`config.mk`:
```
export PLATFORM = sky130hd
export DESIGN_NAME = l2_dfp_burst_adapter
export DESIGN_NICKNAME = d
export VERILOG_FILES = /design/src/rtl/cache_types.sv /design/src/rtl/l2_dfp_burst_adapter.sv
export SDC_FILE = /design/constraint.sdc
export NUM_CORES = 1
export LEC_CHECK = 0
export CORE_AREA = 4 4 274 276
export CTS_CLUSTER_DIAMETER = 30
export DETAILED_ROUTE_END_ITERATION = 8
export DIE_AREA = 0 0 278 280
export SETUP_SLACK_MARGIN = 0.02
export SYNTH_ARGS = -nofsm -noshare
export SYNTH_HDL_FRONTEND = slang
export SYNTH_SLANG_ARGS = --single-unit
```
`constraint.sdc`:
```
create_clock -name clk -period 2.2 [get_ports clk]
set_input_delay 0.22 -clock clk [delete_from_list [all_inputs] [get_ports clk]]
set_output_delay 0.22 -clock clk [all_outputs]
set_load 0.01 [all_outputs]
```
`src/rtl/cache_types.sv`:
```
// Shared cache-subsystem types: DFP adapter state encoding and default widths.
package cache_types;

  localparam int unsigned DFP_BEAT_WIDTH = 64;
  localparam int unsigned DFP_LINE_WIDTH = 256;

  typedef enum logic [2:0] {
    IDLE,
    WRITE,
    READ_CMD,
    READ_DATA,
    RESP
  } dfp_adapter_state_t;

endpackage

```
`src/rtl/l2_dfp_burst_adapter.sv`:
```
// L2 line-request to burst-memory adapter: splits a cacheline write into
// ready-qualified beats and assembles read beats back into a line.
module l2_dfp_burst_adapter
  import cache_types::*;
#(
  parameter int unsigned BEAT_WIDTH = DFP_BEAT_WIDTH,
  parameter int unsigned LINE_WIDTH = DFP_LINE_WIDTH
) (
  input  logic                  clk,
  input  logic                  rst,
  input  logic [31:0]           dfp_addr,
  input  logic                  dfp_read,
  input  logic                  dfp_write,
  input  logic [LINE_WIDTH-1:0] dfp_wdata,
  output logic [LINE_WIDTH-1:0] dfp_rdata,
  output logic                  dfp_resp,
  output logic [31:0]           bmem_addr,
  output logic                  bmem_read,
  output logic                  bmem_write,
  output logic [BEAT_WIDTH-1:0] bmem_wdata,
  input  logic                  bmem_ready,
  input  logic [BEAT_WIDTH-1:0] bmem_rdata,
  input  logic                  bmem_rvalid
);

  localparam int unsigned BEATS       = LINE_WIDTH / BEAT_WIDTH;
  localparam int unsigned CNT_W       = (BEATS > 1) ? $clog2(BEATS) : 1;
  localparam int unsigned OFFSET_BITS = $clog2(LINE_WIDTH / 8);
  localparam logic [31:0] LINE_MASK   = ~((32'd1 << OFFSET_BITS) - 32'd1);
  localparam logic [CNT_W-1:0] LAST_BEAT = CNT_W'(BEATS - 1);

  typedef logic [BEATS-1:0][BEAT_WIDTH-1:0] line_t;

  dfp_adapter_state_t state_q, state_d;
  logic [CNT_W-1:0]   cnt_q, cnt_d;
  logic [31:0]        addr_q, addr_d;
  line_t              wline_q, wline_d;
  line_t              rline_q, rline_d;
  // Set for the cycle right after RESP so the still-held request level is not re-accepted.
  logic               block_q;

  // State, counter, address latch and line buffers.
  always_ff @(posedge clk or negedge rst) begin
    if (!rst) begin
      state_q <= IDLE;
      cnt_q   <= '0;
      addr_q  <= '0;
      wline_q <= '0;
      rline_q <= '0;
      block_q <= 1'b0;
    end else begin
      state_q <= state_d;
      cnt_q   <= cnt_d;
      addr_q  <= addr_d;
      wline_q <= wline_d;
      rline_q <= rline_d;
      block_q <= (state_q == RESP);
    end
  end

  // Next-state, datapath updates and command outputs.
  always_comb begin
    state_d    = state_q;
    cnt_d      = cnt_q;
    addr_d     = addr_q;
    wline_d    = wline_q;
    rline_d    = rline_q;
    bmem_read  = 1'b0;
    bmem_write = 1'b0;
    bmem_wdata = '0;
    dfp_resp   = 1'b0;

    unique case (state_q)
      IDLE: begin
        if (!block_q) begin
          if (dfp_write) begin
            addr_d  = dfp_addr & LINE_MASK;
            wline_d = dfp_wdata;
            cnt_d   = '0;
            state_d = WRITE;
          end else if (dfp_read) begin
            addr_d  = dfp_addr & LINE_MASK;
            state_d = READ_CMD;
          end
        end
      end
      WRITE: begin
        bmem_write = 1'b1;
        bmem_wdata = wline_q[cnt_q];
        if (bmem_ready) begin
          if (cnt_q == LAST_BEAT) state_d = RESP;
          else                    cnt_d   = cnt_q + CNT_W'(1);
        end
      end
      READ_CMD: begin
        bmem_read = 1'b1;
        if (bmem_ready) begin
          cnt_d   = '0;
          state_d = READ_DATA;
        end
      end
      READ_DATA: begin
        if (bmem_rvalid) begin
          rline_d[cnt_q] = bmem_rdata;
          if (cnt_q == LAST_BEAT) state_d = RESP;
          else                    cnt_d   = cnt_q + CNT_W'(1);
        end
      end
      RESP: begin
        dfp_resp = 1'b1;
        state_d  = IDLE;
      end
      default: state_d = IDLE;
    endcase
  end

  assign bmem_addr = addr_q;
  assign dfp_rdata = rline_q;

endmodule

```
Word-level counts from Yosys, hierarchy flattened
Index checks and enable logic that the tools add are counted.

Register bits: 550. Bits in latches: 0. Bits in writable memories: 0. Memory bits (read-only): 0. Bits of input ports: 358. Output and inout port bits: 355. Logic and storage cells: 62. Memories kept: 0.

$add $sub $neg: 1. Multiply operators: 0. Divide/modulo/power cells: 0. Magnitude comparators: 2. Equality and inequality tests: 11. Shift-type cells: 0. Multiplexer cells: 26. Bitwise logic cells: 1. Reduce and logical (&&, ||, !) cells: 9.

Operators by type and width (number): 256-bit bitwise mux (1); 64-bit 2-to-1 mux (3); 64-bit binary-select mux with 2-bit select (1); 64-bit demux with 2-bit select (1); 32-bit 2-to-1 mux (2); 3-bit 2-to-1 mux (7); 2-bit 2-to-1 mux (6); 3-bit case mux with 4 select lines (1); 2-bit inequality test (second input constant) (5); 2-bit case mux with 4 select lines (1); 3-bit by 2-bit == test with 1-bit output (second input constant) (2); 3-bit AND reduction (2); 6-bit AND reduction (1); 5-bit AND reduction (1); 4-bit nonzero test (1); 3-bit by 1-bit == test with 1-bit output (second input constant) (1); 3-bit == test (second input constant) (1); 3-bit logical NOT (1); 2-bit by 3-bit less-than comparator with 1-bit output (second input constant) (1); 1-bit 2-to-1 mux (3); 3-bit inequality test (second input constant) (1); 2-bit by 1-bit adder with 2-bit output (second input constant) (1); 2-bit == test (second input constant) (1); 2-bit by 1-bit >= comparator with 1-bit output (second input constant) (1); 4 further kinds (4).

Depth between registers and ports, before layout
Gate-level depths: netlist of run 1.

Depth in word-level cells: 5. Mapped depth: 8.

Worst setup path after synthesis of run 1
Ideal clock, no wire load.

Path kind: reg-to-reg. From: register cnt_q[1]. To: register rline_q (netlist bit dfp_rdata[100]). Library setup time: 0.125 ns. Arrival time: 1.980 ns. Slack: 0.095 ns. Cell stages (with the launch flop): 9. Path buffers: 4. Clock period less this slack: 2.105 ns. Path through: dfrtp_1 buf_2 buf_1 inv_1 ha_1 and4_1 buf_2 buf_4 mux2_2.

Cells in the longest elaborated chain, start to end: 5. Elaborated cells on any way between the ends: 6. Classes of those cells: order compare (2); mux (3); reduce/logical (1).

Ends and longest elaborated chain: start, declared (RTL line l2_dfp_burst_adapter.sv:35) `logic [CNT_W-1:0] cnt_q, cnt_d;`; start signal, assigned (RTL line l2_dfp_burst_adapter.sv:53) `cnt_q <= cnt_d;`; 2-bit by 3-bit less-than comparator with 1-bit output (implied by the code) or 2-bit by 1-bit >= comparator with 1-bit output (tied branches) (RTL line l2_dfp_burst_adapter.sv:104) `rline_d[cnt_q] = bmem_rdata;`; 1-bit logical AND (implied by the code) (RTL line l2_dfp_burst_adapter.sv:104); 64-bit 2-to-1 mux (implied by the code) (RTL line l2_dfp_burst_adapter.sv:104); 64-bit demux with 2-bit select * (RTL line l2_dfp_burst_adapter.sv:104); 256-bit bitwise mux * (RTL line l2_dfp_burst_adapter.sv:104); end signal, assigned (RTL line l2_dfp_burst_adapter.sv:56) `rline_q <= rline_d;`; end, declared (RTL line l2_dfp_burst_adapter.sv:38) `line_t rline_q, rline_d;`.

Mark *: on every way between the ends. The rest lies on a longest branch, timed or not. A chain may end at the register's enable or synchronous reset.

Final worst setup path of run 1
From: register cnt_q[0]. To: output port bmem_wdata[28].

Cells in the longest elaborated chain, start to end: 3.

Ends and longest elaborated chain: 64-bit binary-select mux with 2-bit select (RTL line l2_dfp_burst_adapter.sv:89) `bmem_wdata = wline_q[cnt_q];`; 64-bit 2-to-1 mux (implied by the code) (RTL line l2_dfp_burst_adapter.sv:89); 64-bit 2-to-1 mux (RTL line l2_dfp_burst_adapter.sv:73) `unique case (state_q)`; end, declared (RTL line l2_dfp_burst_adapter.sv:20) `output logic [BEAT_WIDTH-1:0] bmem_wdata,`.

Every way passes these cells. The select of a mux whose other input is x is not followed.

==> flow_summary.json, run 1 <==
{
  "power-per-cell-area_nw_per_um2": 1630,
  "vias_in_the_first_global_route": 17400,
  "max_slew_margin_pct": 59.3,
  "clk_latency_worst_skew_pair_ns": 0.68,
  "yosys.cell_types.count": 40,
  "post_synth_instance_area_um2": 22600,
  "setup_cp_type": "flip-flop to primary output",
  "met1_usage_pct": 20.8,
  "critPathMaxFanout": 8,
  "nNetsFinal": 2569,
  "antenna_left": 0,
  "power.static_leakage_nw": 16.0,
  "finClkSkew_ns": 0.0282,
  "synthMostInstantiatedCell": "dfrtp_1",
  "synth_edf_count": 0,
  "worst_ep_required_time_ns": 1.98,
  "yosys-top-cells-count": "dfrtp_1, mux2_2, mux2_1",
  "setup_violations": 64,
  "final_critical_path_setup_slack_ns": -0.381,
  "yosysSeqAreaShare_pct": 60.4,
  "violations": "negative setup slack",
  "finalWirelength_um": 73900,
  "synth_ff_type": "dfrtp_1",
  "grt_busiest_layer": "met2",
  "drt-wirelength-per-cell_um": 22.5,
  "routed-via-count": 15400,
  "dieWidth_um": 278,
  "grt_util_met2_pct": 32.1,
  "slew_viol_final": 0,
  "numCtsBuffers": 130,
  "timing.fmax_mhz": 388,
  "grt_max_degree": 59,
  "flow.area_growth_from_synthesis_pct": 61.6,
  "netlist.area_leader.share_pct": 60.4,
  "cts_tree": "done",
  "drc_violations": 0,
  "grt_use_met3_pct": 7.53,
  "utilization_pct": 50.3,
  "vdd.ir_drop.worst_v": 0.00102,
  "start_util_pct": 31.1,
  "syn-instance-count": 1359,
  "layout-drive-gt1-share_pct": 35.3,
  "ctsHtreeMaxLevel": 4,
  "clock_tree.root_cell": "clkbuf_16",
  "globalRouteOverflowTotal": 0,
  "setup.worst_path.start_class": "flip-flop",
  "ys_ff_latch": 545,
  "netlist_top_cells_area": "dfrtp_1, mux2_2, mux2_1",
  "layout_worst_path_cycle_share_pct": 117,
  "boundary_pins": 713,
  "critPathArrivalTime_ns": 2.36,
  "filler_cell_count": 6130,
  "post-synth-top-area-cell": "dfrtp_1",
  "worst_pin_slew_ns": 0.611,
  "async_set_or_reset_flop_fraction_in_the_synthesized_netlist_pct": 100,
  "port-buffer-count": 702,
  "post_drt_via_cell_ratio": 4.69,
  "power.share.switching_pct": 29.4,
  "gp_congestion": 0.859,
  "worst_hold_path_type": "input pin to async pin",
  "die_h_um": 280,
  "timing.final.crit_period_ns": 2.58,
  "critical_path.endpoint_type": "primary output",
  "numClockSinks": 545,
  "dieArea_um2": 77800,
  "result_of_the_run": "finished, violations left",
  "clock_power_share_pct": 33.1,
  "first_pass_iters": 4,
  "synth_area_per_cell_um2": 16.6,
  "placeableCoreArea_um2": 72600,
  "antenna_found_initial": 21,
  "yosys_warnings": 0,
  "netSwitchingPower_mw": 17.5,
  "groute.usage.overall_pct": 18.7,
  "seq_power_share_pct": 28.8,
  "comb_power_share_pct": 38.1,
  "timing.max_cap.violations": 0,
  "core.rowCount": 99,
  "fin_hold_ws_ns": 0.104,
  "detailedPlacementHpwl_um": 53300,
  "drt_iter0_markers": 538,
  "cts.path.max_buffers": 3,
  "clk_pin_slew_ns": 0.04,
  "grt_setup_unrepaired": "true",
  "finalHoldViolCount": 0,
  "grt_pass1_wl_um": 110000,
  "internal-power_mw": 41.9
}
## critical path, cell delays in order, from the launching register on
cell and delay, ns:
dfrtp_4 0.42, buf_12 0.16, buf_12 0.14, buf_16 0.14, mux4_2 0.51, and3_4 0.20
buf_6 0.11
## state kept, by name, indices dropped and copies added, names as in the netlist
register	count
block_q	1
bmem_addr	27
cnt_q	2
state_q	3
dfp_rdata	256
wline_q	256
## final cells by class
type	instances	area, um^2	area share, %
clock buffers	159	3550	9.71
well taps	959	1200	3.29
clock inverters	78	1040	2.85
multi-input cells	719	8580	23.5
flip-flops and latches	545	13600	37.4
inverters	5	18.8	0.0514
diodes	10	25.0	0.0685
repair buffers	806	8450	23.1
## timing repair
action                     CTS  global route
pin swaps                   17             6
hold buffers                 1             0
gates resized for setup    359            39
setup endpoints to repair   67            67
gates cloned                 9             0
hold endpoints to repair   282             0
buffers inserted            22             7
## final timing paths
kind | cells past startpoint | slack, ns | from | to
min in group clk | 2 | 0.13 | dfp_wdata[124] | wline_q[124]$_DFFE_PN0P_
worst max register to register | 5 | 0.14 | state_q[1]$_DFFE_PN0P_ | wline_q[197]$_DFFE_PN0P_
worst max-delay path | 6 | -0.38 | cnt_q[0]$_DFFE_PN0P_ | bmem_wdata[28]
worst min-delay path | 2 | 0.10 | rst | dfp_rdata[20]$_DFFE_PN0P_
max in group asynchronous | 3 | 1.19 | rst | wline_q[50]$_DFFE_PN0P_
worst min register to register | 1 | 0.48 | wline_q[143]$_DFFE_PN0P_ | wline_q[143]$_DFFE_PN0P_
## per-layer routing
metal	vias up	wire length, um
met5	-	146
met4	22	2570
met3	150	6380
met2	591	37300
met1	7897	27600
li1	6736	-
## per-stage QoR
step / setup WS (ns) / setup TNS, ns / std cells / total power [mW] / area, um^2
3_5_place_dp: -0.108 / -2.10 / 2999 / 37.8 / 31100
4_1_cts: -0.448 / -25.05 / 3268 / 59.8 / 36400
6_report: -0.381 / -20.39 / 3281 / 59.4 / 36500
2_1_floorplan: 0.0955 / 0 / 1363 / 26.7 / 22600
5_1_grt: -0.485 / -26.83 / 3280 / 62.4 / 36500
3_3_place_gp: -0.0965 / -2.14 / 2999 / 37.4 / 31100
## power by group through the flow
stage                     registers [mW]  logic [mW]  clock network [mW]
after detailed placement            17.3        20.5                   0
after CTS                           17.1        22.6                20.1
after global routing                17.6        24.1                20.7
final                               17.1        22.6                19.6
after global placement              17.1        20.2                   0
after floorplan                     17.4        9.35                   0
## placed cells by master, fill, tap and decap left out, types with 3 or more instances in the layout
cell type	instances
clkinv_16	4
diode_2	10
buf_16	6
clkbuf_1	14
inv_1	5
mux2_2	299
and3_4	51
ha_1	4
inv_6	9
clkinv_4	7
bufbuf_16	3
clkinvlp_4	10
clkinv_2	27
clkinv_8	3
buf_12	32
buf_2	11
clkbuf_16	133
nand2_1	3
a21oi_1	3
mux4_2	64
bufinv_16	16
buf_4	52
clkbuf_8	12
and3_1	14
nand2_4	4
clkdlybuf4s50_1	634
conb_1	5
dfrtp_1	540
mux2_1	240
buf_6	60
dfrtp_2	3
dlygate4sd2_1	3
## cells by family (layout without fill, tap and decap cells)
logic type / Yosys count / count (layout) / synth area share [%]
other cells: 1 / 15 / 0.0166
simple gates: 89 / 89 / 2.52
compound gates: 14 / 14 / 0.471
mux: 605 / 605 / 33.3
fa+ha+maj: 4 / 4 / 0.222
xor+xnor: 2 / 2 / 0.0776
buf+inv: 99 / 1048 / 2.97
flops: 545 / 545 / 60.4
No activity file was read; power rests on OpenSTA's default activity.
==> run 2: changes to the inputs <==
Settings changed: GPL_ROUTABILITY_DRIVEN from default to 0.
==> results of run 2 <==
The final DEF is identical to that of run 1; final timing and power are the same.
